## config.mk

```make
export PLATFORM = sky130hd
export DESIGN_NAME = db9_md_pad_scanner
export DESIGN_NICKNAME = d
export VERILOG_FILES = /design/src/rtl/db9_pkg.sv /design/src/rtl/db9_phase_timer.sv /design/src/rtl/db9_md_pad_scanner.sv
export SDC_FILE = /design/constraint.sdc
export NUM_CORES = 1
export LEC_CHECK = 0
export BUFFER_PORTS_ARGS = -buffer_cell sky130_fd_sc_hd__buf_2
export CORE_MARGIN = 3
export CORE_UTILIZATION = 61
export CTS_CLUSTER_SIZE = 30
export DETAILED_ROUTE_END_ITERATION = 16
export PLACE_DENSITY = 0.81
export SETUP_SLACK_MARGIN = 0.05
export SYNTH_ARGS = -nofsm -noshare
export SYNTH_HDL_FRONTEND = slang
export SYNTH_SLANG_ARGS = --single-unit
```

## constraint.sdc

```tcl
create_clock -name clk_sys -period 3 [get_ports clk_sys]
set_input_delay 0.3 -clock clk_sys [delete_from_list [all_inputs] [get_ports clk_sys]]
set_output_delay 0.3 -clock clk_sys [all_outputs]
set_load 0.02 [all_outputs]
```

## src/rtl/db9_pkg.sv

```systemverilog
// DB9 pad scanner shared definitions.
// Button bit positions, pad line indices, FSM states, shadow bundle.
package db9_pkg;

    localparam int BTN_RIGHT = 0;
    localparam int BTN_LEFT  = 1;
    localparam int BTN_DOWN  = 2;
    localparam int BTN_UP    = 3;
    localparam int BTN_B     = 4;
    localparam int BTN_C     = 5;
    localparam int BTN_A     = 6;
    localparam int BTN_START = 7;
    localparam int BTN_MODE  = 8;
    localparam int BTN_X     = 9;
    localparam int BTN_Y     = 10;
    localparam int BTN_Z     = 11;

    localparam int JOY_UP    = 0;
    localparam int JOY_DOWN  = 1;
    localparam int JOY_LEFT  = 2;
    localparam int JOY_RIGHT = 3;
    localparam int JOY_P6    = 4;
    localparam int JOY_P9    = 5;

    typedef enum logic [1:0] {
        GAP,
        SETTLE,
        PHASE,
        COMMIT
    } db9_state_e;

    typedef struct packed {
        logic up;
        logic down;
        logic left;
        logic right;
        logic b;
        logic c;
        logic a;
        logic start;
        logic md;
        logic six;
        logic z;
        logic y;
        logic x;
        logic mode;
    } db9_shadow_t;

    // Buttons a pad type cannot report are forced low here.
    function automatic logic [15:0] db9_pack_word(db9_shadow_t s);
        logic [15:0] w;
        w = '0;
        w[BTN_RIGHT] = s.right;
        w[BTN_LEFT]  = s.left;
        w[BTN_DOWN]  = s.down;
        w[BTN_UP]    = s.up;
        w[BTN_B]     = s.b;
        w[BTN_C]     = s.c;
        if (s.md) begin
            w[BTN_A]     = s.a;
            w[BTN_START] = s.start;
        end
        if (s.md && s.six) begin
            w[BTN_MODE] = s.mode;
            w[BTN_X]    = s.x;
            w[BTN_Y]    = s.y;
            w[BTN_Z]    = s.z;
        end
        return w;
    endfunction

endpackage

```

## src/rtl/db9_phase_timer.sv

```systemverilog
// Loadable down-counter with terminal-count flag.
// clk_i/rst_ni: clock, async active-low reset; load_i/load_val_i:
// reload; tc_o: high while the count is zero.
module db9_phase_timer #(
    parameter int              CNT_W   = 17,
    parameter logic [CNT_W-1:0] RST_VAL = '0
) (
    input  logic             clk_i,
    input  logic             rst_ni,
    input  logic             load_i,
    input  logic [CNT_W-1:0] load_val_i,
    output logic             tc_o
);

    logic [CNT_W-1:0] cnt_q;
    logic [CNT_W-1:0] cnt_d;

    always_comb begin
        cnt_d = cnt_q;
        if (load_i) begin
            cnt_d = load_val_i;
        end else if (cnt_q != '0) begin
            cnt_d = cnt_q - CNT_W'(1);
        end
    end

    always_ff @(posedge clk_i or negedge rst_ni) begin
        if (!rst_ni) begin
            cnt_q <= RST_VAL;
        end else begin
            cnt_q <= cnt_d;
        end
    end

    assign tc_o = (cnt_q == '0);

endmodule

```

## src/rtl/db9_md_pad_scanner.sv

```systemverilog
// Two-port DB9 scanner for Mega Drive 3/6-button and plain pads.
// In: clk_sys, reset_n, joy_in[5:0] (active-low lines).
// Out: joy_split, joy_mdsel, joystick1/2[15:0], md_pad, six_btn,
// frame_done (one-cycle pulse after both words update).
module db9_md_pad_scanner
    import db9_pkg::*;
#(
    parameter int STEP_CYCLES   = 160,
    parameter int SETTLE_CYCLES = 40,
    parameter int GAP_CYCLES    = 80000,
    parameter int CNT_W         = 17
) (
    input  logic        clk_sys,
    input  logic        reset_n,
    input  logic [5:0]  joy_in,
    output logic        joy_split,
    output logic        joy_mdsel,
    output logic [15:0] joystick1,
    output logic [15:0] joystick2,
    output logic [1:0]  md_pad,
    output logic [1:0]  six_btn,
    output logic        frame_done
);

    localparam logic [CNT_W-1:0] GAP_LD = CNT_W'(GAP_CYCLES - 1);
    localparam logic [CNT_W-1:0] SET_LD = CNT_W'(SETTLE_CYCLES - 1);
    localparam logic [CNT_W-1:0] STP_LD = CNT_W'(STEP_CYCLES - 1);

    db9_state_e  state_q, state_d;
    logic [2:0]  idx_q, idx_d;
    logic        split_q, split_d;
    logic        mdsel_q, mdsel_d;
    logic        fdone_q, fdone_d;
    db9_shadow_t sh_q, sh_d;
    logic [15:0] joy1_q, joy1_d;
    logic [15:0] joy2_q, joy2_d;
    logic [1:0]  md_q, md_d;
    logic [1:0]  six_q, six_d;

    logic             ld;
    logic [CNT_W-1:0] ld_val;
    logic             tc;
    logic [2:0]       idx_inc;
    logic [5:0]       lo;

    assign idx_inc = idx_q + 3'd1;
    // Pad lines are active-low; work with pressed = 1.
    assign lo = ~joy_in;

    db9_phase_timer #(
        .CNT_W   (CNT_W),
        .RST_VAL (GAP_LD)
    ) u_timer (
        .clk_i      (clk_sys),
        .rst_ni     (reset_n),
        .load_i     (ld),
        .load_val_i (ld_val),
        .tc_o       (tc)
    );

    always_comb begin
        state_d = state_q;
        idx_d   = idx_q;
        split_d = split_q;
        mdsel_d = mdsel_q;
        fdone_d = 1'b0;
        sh_d    = sh_q;
        joy1_d  = joy1_q;
        joy2_d  = joy2_q;
        md_d    = md_q;
        six_d   = six_q;
        ld      = 1'b0;
        ld_val  = '0;

        unique case (state_q)
            GAP: begin
                split_d = 1'b0;
                mdsel_d = 1'b1;
                if (tc) begin
                    state_d = SETTLE;
                    ld      = 1'b1;
                    ld_val  = SET_LD;
                end
            end

            SETTLE: begin
                mdsel_d = 1'b1;
                if (tc) begin
                    state_d = PHASE;
                    idx_d   = 3'd0;
                    ld      = 1'b1;
                    ld_val  = STP_LD;
                end
            end

            PHASE: begin
                if (tc) begin
                    case (idx_q)
                        3'd0: begin
                            sh_d.up    = lo[JOY_UP];
                            sh_d.down  = lo[JOY_DOWN];
                            sh_d.left  = lo[JOY_LEFT];
                            sh_d.right = lo[JOY_RIGHT];
                            sh_d.b     = lo[JOY_P6];
                            sh_d.c     = lo[JOY_P9];
                        end
                        3'd1: begin
                            // MD pads ground left+right while SELECT is low.
                            sh_d.md    = lo[JOY_LEFT] & lo[JOY_RIGHT];
                            sh_d.a     = lo[JOY_P6];
                            sh_d.start = lo[JOY_P9];
                        end
                        3'd5: begin
                            // Third low pulse: 6-button pads ground all four.
                            sh_d.six = sh_q.md & (lo[3:0] == 4'hF);
                        end
                        3'd6: begin
                            sh_d.z    = lo[JOY_UP];
                            sh_d.y    = lo[JOY_DOWN];
                            sh_d.x    = lo[JOY_LEFT];
                            sh_d.mode = lo[JOY_RIGHT];
                        end
                        default: ;
                    endcase

                    if (idx_q == 3'd7) begin
                        state_d = COMMIT;
                        mdsel_d = 1'b1;
                    end else begin
                        idx_d   = idx_inc;
                        mdsel_d = ~idx_inc[0];
                        ld      = 1'b1;
                        ld_val  = STP_LD;
                    end
                end
            end

            COMMIT: begin
                mdsel_d = 1'b1;
                ld      = 1'b1;
                if (!split_q) begin
                    joy1_d   = db9_pack_word(sh_q);
                    md_d[0]  = sh_q.md;
                    six_d[0] = sh_q.md & sh_q.six;
                    split_d  = 1'b1;
                    state_d  = SETTLE;
                    ld_val   = SET_LD;
                end else begin
                    joy2_d   = db9_pack_word(sh_q);
                    md_d[1]  = sh_q.md;
                    six_d[1] = sh_q.md & sh_q.six;
                    split_d  = 1'b0;
                    fdone_d  = 1'b1;
                    state_d  = GAP;
                    ld_val   = GAP_LD;
                end
            end

            default: begin
                state_d = GAP;
                split_d = 1'b0;
                mdsel_d = 1'b1;
                ld      = 1'b1;
                ld_val  = GAP_LD;
            end
        endcase
    end

    always_ff @(posedge clk_sys or negedge reset_n) begin
        if (!reset_n) begin
            state_q <= GAP;
            idx_q   <= 3'd0;
            split_q <= 1'b0;
            mdsel_q <= 1'b1;
            fdone_q <= 1'b0;
            sh_q    <= '0;
            joy1_q  <= '0;
            joy2_q  <= '0;
            md_q    <= '0;
            six_q   <= '0;
        end else begin
            state_q <= state_d;
            idx_q   <= idx_d;
            split_q <= split_d;
            mdsel_q <= mdsel_d;
            fdone_q <= fdone_d;
            sh_q    <= sh_d;
            joy1_q  <= joy1_d;
            joy2_q  <= joy2_d;
            md_q    <= md_d;
            six_q   <= six_d;
        end
    end

    assign joy_split  = split_q;
    assign joy_mdsel  = mdsel_q;
    assign joystick1  = joy1_q;
    assign joystick2  = joy2_q;
    assign md_pad     = md_q;
    assign six_btn    = six_q;
    assign frame_done = fdone_q;

endmodule

```

==> results of run 1 <==
[final cells by class]
cell class,instances,area (µm²)
Inverter,11,41.29
Tap cell,67,83.83
Multi-Input combinational cell,214,1369
Clock inverter,6,91.34
Timing Repair Buffer,41,212.7
Clock buffer,9,123.9
Fill cell,386,1266
Sequential cell,67,1692
[worst register-to-register path, delay by kind of cell (launching register included)]
family             cells  cell delay (ps)
DFF                    1              420
AOI/OAI and AO/OA      2              680
and+or+nand+nor        3             1220
[report_power, final]
| part | total, µW | internal (µW) | switching [µW] | leakage, µW |
|---|---|---|---|---|
| registers | 906 | 904 | 2.22 | 0.000814 |
| clock network | 814 | 464 | 350 | 0.0000975 |
| logic | 39.8 | 6.78 | 33.0 | 0.000904 |
| total | 1760 | 1380 | 385 | 0.00182 |
[cell families (layout without fill, tap and decap cells)]
logic type	Yosys count	after routing	share of synthesized area [%]
simple gates	98	98	14.89
other cells	1	8	0.1172
flops	67	67	52.85
fa+ha+maj	12	12	4.691
xor+xnor	13	13	3.557
buf+inv	33	67	5.199
compound gates	65	65	12.43
mux	18	18	6.255
[layout by cell type (no fill, tap or decap), types with 2 or more instances in the layout]
| master | n |
|---|---|
| buf_4 | 3 |
| mux2i_1 | 2 |
| a2111oi_0 | 2 |
| a21oi_1 | 5 |
| bufinv_16 | 2 |
| nor3_1 | 3 |
| nand4_1 | 2 |
| buf_2 | 38 |
| mux2_2 | 16 |
| nand2b_1 | 3 |
| o21ai_0 | 40 |
| nand3_1 | 15 |
| conb_1 | 8 |
| or3_1 | 3 |
| nand2_1 | 40 |
| o221ai_1 | 2 |
| ha_1 | 12 |
| dfrtp_1 | 55 |
| clkinvlp_4 | 3 |
| clkbuf_8 | 9 |
| nor4_1 | 2 |
| or2_2 | 2 |
| inv_1 | 11 |
| a21o_1 | 2 |
| o31ai_1 | 2 |
| o21a_1 | 2 |
| nor2_1 | 19 |
| dfstp_2 | 12 |
| xnor2_1 | 7 |
| xor2_1 | 6 |
[state kept, by name (all words and copies together) (netlist names)]
| signal | flops |
|---|---|
| frame_done | 1 |
| md_pad | 2 |
| joy_split | 1 |
| joy_mdsel | 1 |
| joystick1 | 12 |
| state_q | 2 |
| u_timer.cnt_q | 17 |
| joystick2 | 12 |
| idx_q | 3 |
| six_btn | 2 |
| sh_q | 14 |
[how the worst min path moves through the flow]
| stage | from | end | slack (ps) | cells past startpoint |
|---|---|---|---|---|
| floorplan | reset_n | frame_done$_DFF_PN0_ | 4 | 0 |
| CTS | reset_n | sh_q[5]$_DFFE_PN0P_ | 80 | 1 |
| global route | reset_n | u_timer.cnt_q[8]$_DFFE_PN0P_ | 100 | 1 |
| global placement | reset_n | u_timer.cnt_q[8]$_DFFE_PN0P_ | 430 | 1 |
| detailed placement | reset_n | u_timer.cnt_q[8]$_DFFE_PN0P_ | 450 | 1 |
| finish | reset_n | u_timer.cnt_q[8]$_DFFE_PN0P_ | 70 | 1 |
[metrics by stage]
| step | worst slack (ps) | cell area (µm²) |
|---|---|---|
| 6_report | 588.6 | 3613 |
| 5_1_grt | 426.8 | 3613 |
| 4_1_cts | 658.7 | 3613 |
| 3_5_place_dp | 644.4 | 3398 |
| 3_3_place_gp | 734.3 | 3398 |
| 2_1_floorplan | 1028 | 3227 |
[routing by layer]
layer  vias to the layer above  track usage, %
met4                         0           10.49
met3                         8           4.128
met1                      1154           31.74
met2                        57           36.22
li1                       1124               -
met5                         -               0
==> results.md, run 1 <==
- Starting Density: 65.59%
- Status: finished, final reports clean
- Ys flop type: dfrtp_1
- Mapped Cells: 307
- Tot Pwr: 1760 µW
- Max VDD drop: 0.3619 mV
- Non-Filler Instances: 415
- Vias in the first global route: 2210
- CTS tree: yes
- GP Congestion: 0.8457
- Resized Gates After CTS: 0
- Die Y: 78.44 µm
- Least-Margin Pin Slew: 887.8 ps
- FF-to-FF Start: u_timer.cnt_q[9]$_DFFE_PN0P_
- FP Rows: 25
- Number of synthesized flops with an enable pin: 0
- Register clock-pin slew on the reported worst setup and hold paths: about 70 ps
- Hold Slack: 71.36 ps
- Required @ worst endpoint: ~3300 ps
- DRC violations left: 0
- Flop2flop setup slack: 590 ps
- Worst path arrival time: 2660 ps
- Synth area leader: dfrtp_1
- Cell Count Post-Placement: 400
- Setup TNS: 0 ps
- Routed len/inst: 15.53 µm
- Final Core Density: 74.05%
- Highest routed layer: met4
- Drt first pass iters: 4
- Core area: 4880 µm²
- Area grow syn2layout: 12.90%
- Worst R2R Path Depth: 5
- Synth unique cells: 48
- Leak: 0.001816 µW
- CTS sink cnt: 67
- Hold buffer count at cts: 0
- CTS buffer count: 9
- Clk_lat worst skew: approximately 340 ps
- Synth Register Bits: 67
- Global-route wire length before repair: 10.84 mm
- GR Overflow Total: 0
- Reg-to-Reg End: joy_mdsel$_DFFE_PN1P_
- Unrepaired setup endpoints after global routing: false
- Buffers plus inverters on the worst setup path: 0
- CP Launch Type: register
- Fraction of layout cells with a size suffix above 1: a little over a quarter
- H-tree levels: 3
- Post-route ant nets: 0
- Slew Limit Headroom: 40.81%
- Post-synthesis sequential area ratio: 52.85%
- Max_cap viols: 0
- Vias: around 2300
- Critical path class: register to register
- Synth async-reset ratio: 100.0%
- Period utilization: 80.38%
- Clock Skew: between 9 and 10 ps
- Slew Limit Fails: 0
- Avg Vias per Cell: 5.646
- PwrDens: 487.2 nW/µm²
- Worst Path Max Fanout: 13
- Die W: 78.44 µm
- Port Buf Inserts: 38
- Routed WL: 6.447 mm
- Met2 WL: 3.073 mm
- Worst setup path startpoint: u_timer.cnt_q[9]$_DFFE_PN0P_
- Tot GR Track Use: 23.15%
- Instance count on the critical path: 5
- Pin count of the biggest net entering global routing: 38
- Avg Cell Area, Syn: approximately 10 µm²
- Bufs on Longest Clock Path: 2
- Diode count: 0
- Synth top cells by count: dfrtp_1 (55), nand2_1 (40), o21ai_0 (40)
- Fmax: between 400 and 500 MHz
- Nets@finish: between 300 and 400
- Synth warn: 0
- CP endpoint: joy_mdsel$_DFFE_PN1P_
- Die area: 6152 µm²
- Met1 WL: 3.001 mm
- Initial antenna violation count: 0
- I/O Pins: 47
- Period minus WS final: 2411 ps
- Hpwl dp: 4.425 mm
- Setup Viol. Count Final: 0
- Slowest cell on crit path: a2111oi_0
- DRT iter0 DRCs: roughly 160
- CTS Root Cell: clkbuf_8
- Synth Cell Area: 3201 µm²
- Post-CTS Setup Inserts: 0
- CP max stage delay: 600 ps
- CP delay by family, top: simple AND/OR/NAND/NOR gates
- Yosys top cell area share: roughly 43%
- HP Class: input pin to async pin
- Final Hold Vio Count: 0
- WL met3: 259 µm
- Critical Path End Type: register
- Crit path cell chain: or4_1 > nor2_2 > nand2_2 > a2111oi_0 > a31oi_1
- Area contributors post-synth: dfrtp_1 (43%), dfstp_2 (9.9%), o21ai_0 (6.3%)
- Most common cell in the netlist: dfrtp_1
Note: power is estimated with default switching activity, not from simulation.
==> run 2, diff against run 1 <==
ABC_AREA = 1   (was unset)
CORE_UTILIZATION = 57   (was 61)
PLACE_DENSITY = 0.76   (was 0.81)
clock period = 2.5 ns   (was 3 ns; I/O delays follow)
==> results.md, run 2 <==
- Status: finished, final reports clean
- Top reg by flops: u_timer.cnt_q
- Core area: 5675 µm² (+16%)
- DRT iter0 DRCs: 150 (-3.2%)
- Initial antenna violation count: 0 (unchanged)
- Met1 WL: 3.216 mm (+7.2%)
- Dpl ws: 624.2 ps (-20.29 ps)
- Clock Skew: 9.819 ps (-0.007890 ps)
- Post-CTS Setup Inserts: 0 (unchanged)
- Worst setup margin: 620.5 ps (+31.91 ps)
- Avg Vias per Cell: 5.043 (-11%)
- Clk_lat worst skew: 340 ps (about the same)
- Routed len/inst: 12.86 µm (-17%)
- Area contributors post-synth: dfrtp_1 (40%), nand2_1 (11%), dfstp_2 (9.1%)
- Bufs on Longest Clock Path: 2 (unchanged)
- Most common cell in the netlist: nand2_1
- CP Launch Type: register
- Synth async-reset ratio: 100.0% (unchanged)
- Max_cap viols: 0 (unchanged)
- Post-route ant nets: 0 (unchanged)
- Flop2flop setup slack: 620 ps (+30 ps)
- Yosys top cell area share: 39.88% (-3.1 points)
- Area grow syn2layout: 13.31%
- Period utilization: 75.18% (-5.2 points)
- Worst R2R Path Depth: 8 (+3)
- Synth area leader: dfrtp_1
- Most common cell after layout, fill and taps aside: nand2_1
- Mapped Cells: 417 (+36%)
- I/O Pins: 47 (unchanged)
- Hold Path Stages: 4
- Fraction of layout cells with a size suffix above 1: 19.96% (-7.3 points)
- Worst path arrival time: 2150 ps (-510 ps)
- Biggest registers after layout: u_timer.cnt_q (17), sh_q (14)
- Register clock-pin slew on the reported worst setup and hold paths: 70 ps (about the same)
- Die area: 7023 µm² (+14%)
- Setup TNS: 0 ps (unchanged)
- Vias: 2713 (+16%)
- Hold_sp: joy_in[5]
- Leak: 0.002235 µW (+23%)
- Die W: 83.81 µm (+6.8%)
- GP Congestion: 0.9158 (+8.3%)
- Synth Cell Area: 3451 µm² (+7.8%)
- HP Class: input pin to register
- Nets@finish: 482 (+32%)
- Ys flop type: dfrtp_1
- FF-to-FF Start: state_q[0]$_DFFE_PN0P_
- Worst Path Max Fanout: 11 (-2)
- Starting Density: 60.80% (-4.8 points)
- Vias in the first global route: 2718 (+23%)
- H-tree levels: 3 (unchanged)
- Slew Limit Fails: 0 (unchanged)
- Drt first pass iters: 4 (unchanged)
- Hpwl dp: 5.100 mm (+15%)
- Synth unique cells: 35 (-27%)
- Post-synthesis sequential area ratio: 49.02% (-3.8 points)
- Die Y: 83.81 µm (+6.8%)
- Synth warn: 0 (unchanged)
- FP Rows: 27 (+8.0%)
- Critical path class: register to register
- DRC violations left: 0 (unchanged)
- Unrepaired setup endpoints after global routing: false
- Slew Limit Headroom: 63.47% (+23 points)
- Tot GR Track Use: 21.75% (-1.4 points)
- Most frequent cells in the layout: nand2_1 (101), inv_1 (66), dfrtp_1 (55)
- Hold Slack: 229.1 ps (+157.7 ps)
- Pin count of the biggest net entering global routing: 35 (-7.9%)
- Max reg flops: 17 (unchanged)
- Port Buf Inserts: 38 (unchanged)
- CTS sink cnt: 67 (unchanged)
- WL met3: 330 µm (+27%)
- Required @ worst endpoint: 2770 ps (-480 ps)
- PwrDens: 536.8 nW/µm² (+10%)
- Diode count: 0 (unchanged)
- CTS Root Cell: clkbuf_8
- Hold Path Sink: sh_q[6]$_DFFE_PN0P_
- Period minus WS final: 1879 ps (-531.9 ps)
- Least-Margin Pin Slew: 548.0 ps (-339.8 ps)
- Setup Viol. Count Final: 0 (unchanged)
- Final Hold Vio Count: 0 (unchanged)
- Synth top cells by count: nand2_1 (101), inv_1 (66), dfrtp_1 (55)
- Synth Register Bits: 67 (unchanged)
- Reg-to-Reg End: u_timer.cnt_q[10]$_DFFE_PN0P_
- Met2 WL: 3.242 mm (+5.5%)
- Fmax: 532.1 MHz (+28%)
- Number of synthesized flops with an enable pin: 0 (unchanged)
- Avg Cell Area, Syn: 8.275 µm² (-21%)
- Global-route wire length before repair: 12.21 mm (+13%)
- GR Overflow Total: 0 (unchanged)
- CTS tree: yes
- Max VDD drop: 0.3627 mV (+0.22%)
- Critical Path End Type: register
- Routed WL: 6.918 mm (+7.3%)
- CTS buffer count: 9 (unchanged)
- Highest routed layer: met4
## run 2: changes by cell type after synthesis, moves of 6 or more
cell | previous run | this run
o21ai_1 | 0 | 15
mux2_2 | 16 | 0
clkbuf_1 | 11 | 5
nor2_1 | 19 | 34
inv_1 | 11 | 66
nand2_1 | 40 | 101
## run 2: final cells by class
cell class / instances / area, µm²
clock buffer: 9 / 123.9
fill: 475 / 1765
inverter: 70 / 264.0
clock inverter: 6 / 88.84
multi-input combinational: 271 / 1421
sequential: 67 / 1692
tap: 72 / 90.09
timing repair buffer: 43 / 230.2
## run 2: what timing repair did
action / CTS / global route
gates resized for setup: 0 / 0
hold buffers: 1 / 0
hold endpoints to repair: 17 / 0
## run 2: kinds of logic (layout without fill, tap and decap cells)
kind of cell | after synthesis | in the layout | share of synthesized area [%]
buffers and inverters | 86 | 128 | 10.55
adder cells (fa/ha/maj) | 12 | 12 | 4.351
flip-flops | 67 | 67 | 49.02
other | 1 | 8 | 0.1087
XOR/XNOR | 7 | 7 | 1.777
AND/OR/NAND/NOR | 178 | 178 | 24.26
AO/OA/AOI/OAI | 66 | 66 | 9.935
## run 2: where the power goes
part	leakage [µW]	switching, µW	internal, µW
registers	0.000883	0	1080
clock network	0.000102	411	557
logic	0.00125	38.5	7.82
total	0.00223	449	1650
## run 2: worst max path at each step
stage          depth (start not counted)  slack, ps                             to                          from
3_3_place_gp                           8        680   u_timer.cnt_q[9]$_DFFE_PN0P_        state_q[0]$_DFFE_PN0P_
6_report                               8        620  u_timer.cnt_q[10]$_DFFE_PN0P_        state_q[0]$_DFFE_PN0P_
3_5_place_dp                           9        620   u_timer.cnt_q[1]$_DFFE_PN1P_        state_q[0]$_DFFE_PN0P_
5_1_grt                                9        420   u_timer.cnt_q[1]$_DFFE_PN1P_        state_q[0]$_DFFE_PN0P_
2_1_floorplan                         13        830           sh_q[10]$_DFFE_PN0P_  u_timer.cnt_q[0]$_DFFE_PN1P_
4_1_cts                                9        630   u_timer.cnt_q[1]$_DFFE_PN1P_        state_q[0]$_DFFE_PN0P_
## run 2: metrics by stage
| step | instance area [µm²] | cells | util, % | total power (µW) |
|---|---|---|---|---|
| floorplan | 3477 | 424 | - | 1128 |
| global placement | 3687 | 522 | 64.97 | 1150 |
| detailed placement | 3687 | 522 | 64.97 | 1151 |
| CTS | 3910 | 538 | 68.89 | 2124 |
| global route | 3910 | 538 | 68.89 | 2195 |
| finish | 3910 | 538 | 68.89 | 2099 |
## run 2: critical path, stage by stage (launching register included)
cell and delay [ps]:
dfrtp_1 420, inv_1 130, ha_1 440, nand2_1 190, nand3_4 170, nand2_2 90, inv_1 140, o21ai_0 110
a21oi_1 120
## run 2: metal layers
metal,vias to the layer above,GRT usage (%)
li1,1361,-
met1,1278,27.38
met2,58,34.35
met3,16,7.305
met4,0,9.064
met5,-,0
==> run 3, diff against run 2 <==
clock period = 1.8 ns   (was 2.5 ns; I/O delays follow)
==> results.md, run 3 (synthesis results as in run 2) <==
- Status: finished, final reports clean
- Bufs on Longest Clock Path: 2 (unchanged)
- Tot GR Track Use: 21.79% (+0.045 points)
- Worst path arrival time: 1950 ps (-200 ps)
- Initial antenna violation count: 0 (unchanged)
- Register clock-pin slew on the reported worst setup and hold paths: 80 ps (about the same)
- Period utilization: 95.47% (+20 points)
- I/O Pins: 47 (unchanged)
- Leak: 0.002269 µW (+1.5%)
- FP Rows: 27 (unchanged)
- Critical path class: register to register
- Clock Skew: 7.290 ps (-2.530 ps)
- Global-route wire length before repair: 12.22 mm (+0.11%)
- Routed WL: 7.548 mm (+9.1%)
- Pin count of the biggest net entering global routing: 68 (+94%)
- Port Buf Inserts: 38 (unchanged)
- Most common cell after layout, fill and taps aside: nand2_1
- Setup Viol. Count Final: 0 (unchanged)
- Final Hold Vio Count: 0 (unchanged)
- Unrepaired setup endpoints after global routing: true
- CTS buffer count: 9 (unchanged)
- Nets@finish: 489 (+1.5%)
- Die Y: 83.81 µm (unchanged)
- Setup TNS: 0 ps (unchanged)
- CTS Root Cell: clkbuf_8
- Post-route ant nets: 0 (unchanged)
- Top reg by flops: u_timer.cnt_q
- Max reg flops: 17 (unchanged)
- Clk_lat worst skew: 340 ps (about the same)
- H-tree levels: 3 (unchanged)
- Hpwl dp: 5.112 mm (+0.23%)
- Non-Filler Instances: 545 (+1.3%)
- DRT iter0 DRCs: 195 (+30%)
- Hold Path Sink: sh_q[6]$_DFFE_PN0P_
- Vias in the first global route: 2576 (-5.2%)
- Hold_sp: joy_in[5]
- Fmax: 581.9 MHz (+9.4%)
- Tot Pwr: 2800 µW (+33%)
- Required @ worst endpoint: 2030 ps (-740 ps)
- Worst R2R Path Depth: 11 (+3)
- Drt first pass iters: 5 (+1)
- CTS sink cnt: 67 (unchanged)
- Core area: 5675 µm² (unchanged)
- Routed len/inst: 13.85 µm (+7.7%)
- CTS tree: yes
- GP Congestion: 0.8601 (-6.1%)
- DRC violations left: 0 (unchanged)
- Critical Path End Type: register
- Die W: 83.81 µm (unchanged)
- Fraction of layout cells with a size suffix above 1: 24.95% (+5.0 points)
- PwrDens: 684.0 nW/µm² (+27%)
- Flop2flop setup slack: 80 ps (-540 ps)
- Hold Slack: 152.7 ps (-76.43 ps)
- Period minus WS final: 1718 ps (-161.1 ps)
- Hold Path Stages: 4 (unchanged)
- Avg Vias per Cell: 5.180 (+2.7%)
- Final Core Density: 72.13% (+3.2 points)
- Max VDD drop: 0.5186 mV (+43%)
- Vias: 2823 (+4.1%)
- Diode count: 0 (unchanged)
- Slew Limit Fails: 0 (unchanged)
- Cell Count Post-Placement: 524 (+0.38%)
- Starting Density: 60.80% (unchanged)
- Area grow syn2layout: 18.64%
- FF-to-FF Start: u_timer.cnt_q[0]$_DFFE_PN1P_
- Reg-to-Reg End: sh_q[0]$_DFFE_PN0P_
- Worst Path Max Fanout: 8 (-3)
- Biggest registers after layout: u_timer.cnt_q (17), sh_q (14)
- Most frequent cells in the layout: nand2_1 (98), inv_1 (62), dfrtp_1 (55)
- GR Overflow Total: 0 (unchanged)
- HP Class: input pin to register
- CP Launch Type: register
- Max_cap viols: 0 (unchanged)
- Die area: 7023 µm² (unchanged)
[run 3: per-stage QoR]
step	area [µm²]	worst slack, ps
5_1_grt	4094	-30.59
6_report	4094	81.62
2_1_floorplan	3477	130.3
4_1_cts	3979	44.07
3_3_place_gp	3740	105.5
3_5_place_dp	3740	16.72
[run 3: worst max-delay path, cell delays in order, from the launching register on]
cell     delay (ps)
dfstp_2         390
inv_4            70
ha_4            130
inv_2            40
nor2_2          120
nand2_2         100
nor2_8          170
nand2_8         110
nor2_4          150
nand3_4         140
o21ai_2         150
inv_1            50
[run 3: report_power, final]
part / internal [µW] / switching, µW
Combinational: 12.7 / 54.8
Clock: 633 / 594
Sequential: 1510 / 0
Total: 2150 / 649
[run 3: worst max-delay path by stage]
| stage | start | end | slack [ps] | cells after the start |
|---|---|---|---|---|
| CTS | u_timer.cnt_q[0]$_DFFE_PN1P_ | sh_q[0]$_DFFE_PN0P_ | 40 | 11 |
| global route | u_timer.cnt_q[0]$_DFFE_PN1P_ | sh_q[0]$_DFFE_PN0P_ | -30 | 11 |
| global placement | u_timer.cnt_q[0]$_DFFE_PN1P_ | sh_q[11]$_DFFE_PN0P_ | 110 | 12 |
| detailed placement | u_timer.cnt_q[0]$_DFFE_PN1P_ | sh_q[10]$_DFFE_PN0P_ | 20 | 12 |
| finish | u_timer.cnt_q[0]$_DFFE_PN1P_ | sh_q[0]$_DFFE_PN0P_ | 80 | 11 |
| floorplan | u_timer.cnt_q[0]$_DFFE_PN1P_ | sh_q[10]$_DFFE_PN0P_ | 130 | 13 |
[run 3: final cells by class]
cell class              count  area (µm²)
clock buffers               9       123.9
clock inverters             6       67.56
fillers                   440        1582
inverters                  70       280.3
multi-input cells         272        1528
flip-flops and latches     67        1692
well taps                  72       90.09
repair buffers             49       312.8
[run 3: repair_timing]
action / in CTS / in global routing
hold endpoints to repair: 55 / 0
cloned: 1 / 0
resized for setup: 5 / 26
setup endpoints to repair: 12 / 30
hold buffers: 1 / 0
setup buffers: 0 / 4
pin swaps: 0 / 7
[run 3: layer usage]
| layer | global-route usage (%) | vias to the layer above | share of wire [%] |
|---|---|---|---|
| li1 | - | 1386 | - |
| met1 | 30.21 | 1340 | 45 |
| met2 | 33.69 | 85 | 49 |
| met5 | 0 | - | 0 |
| met3 | 5.627 | 12 | 5.1 |
| met4 | 6.725 | 0 | 1.3 |
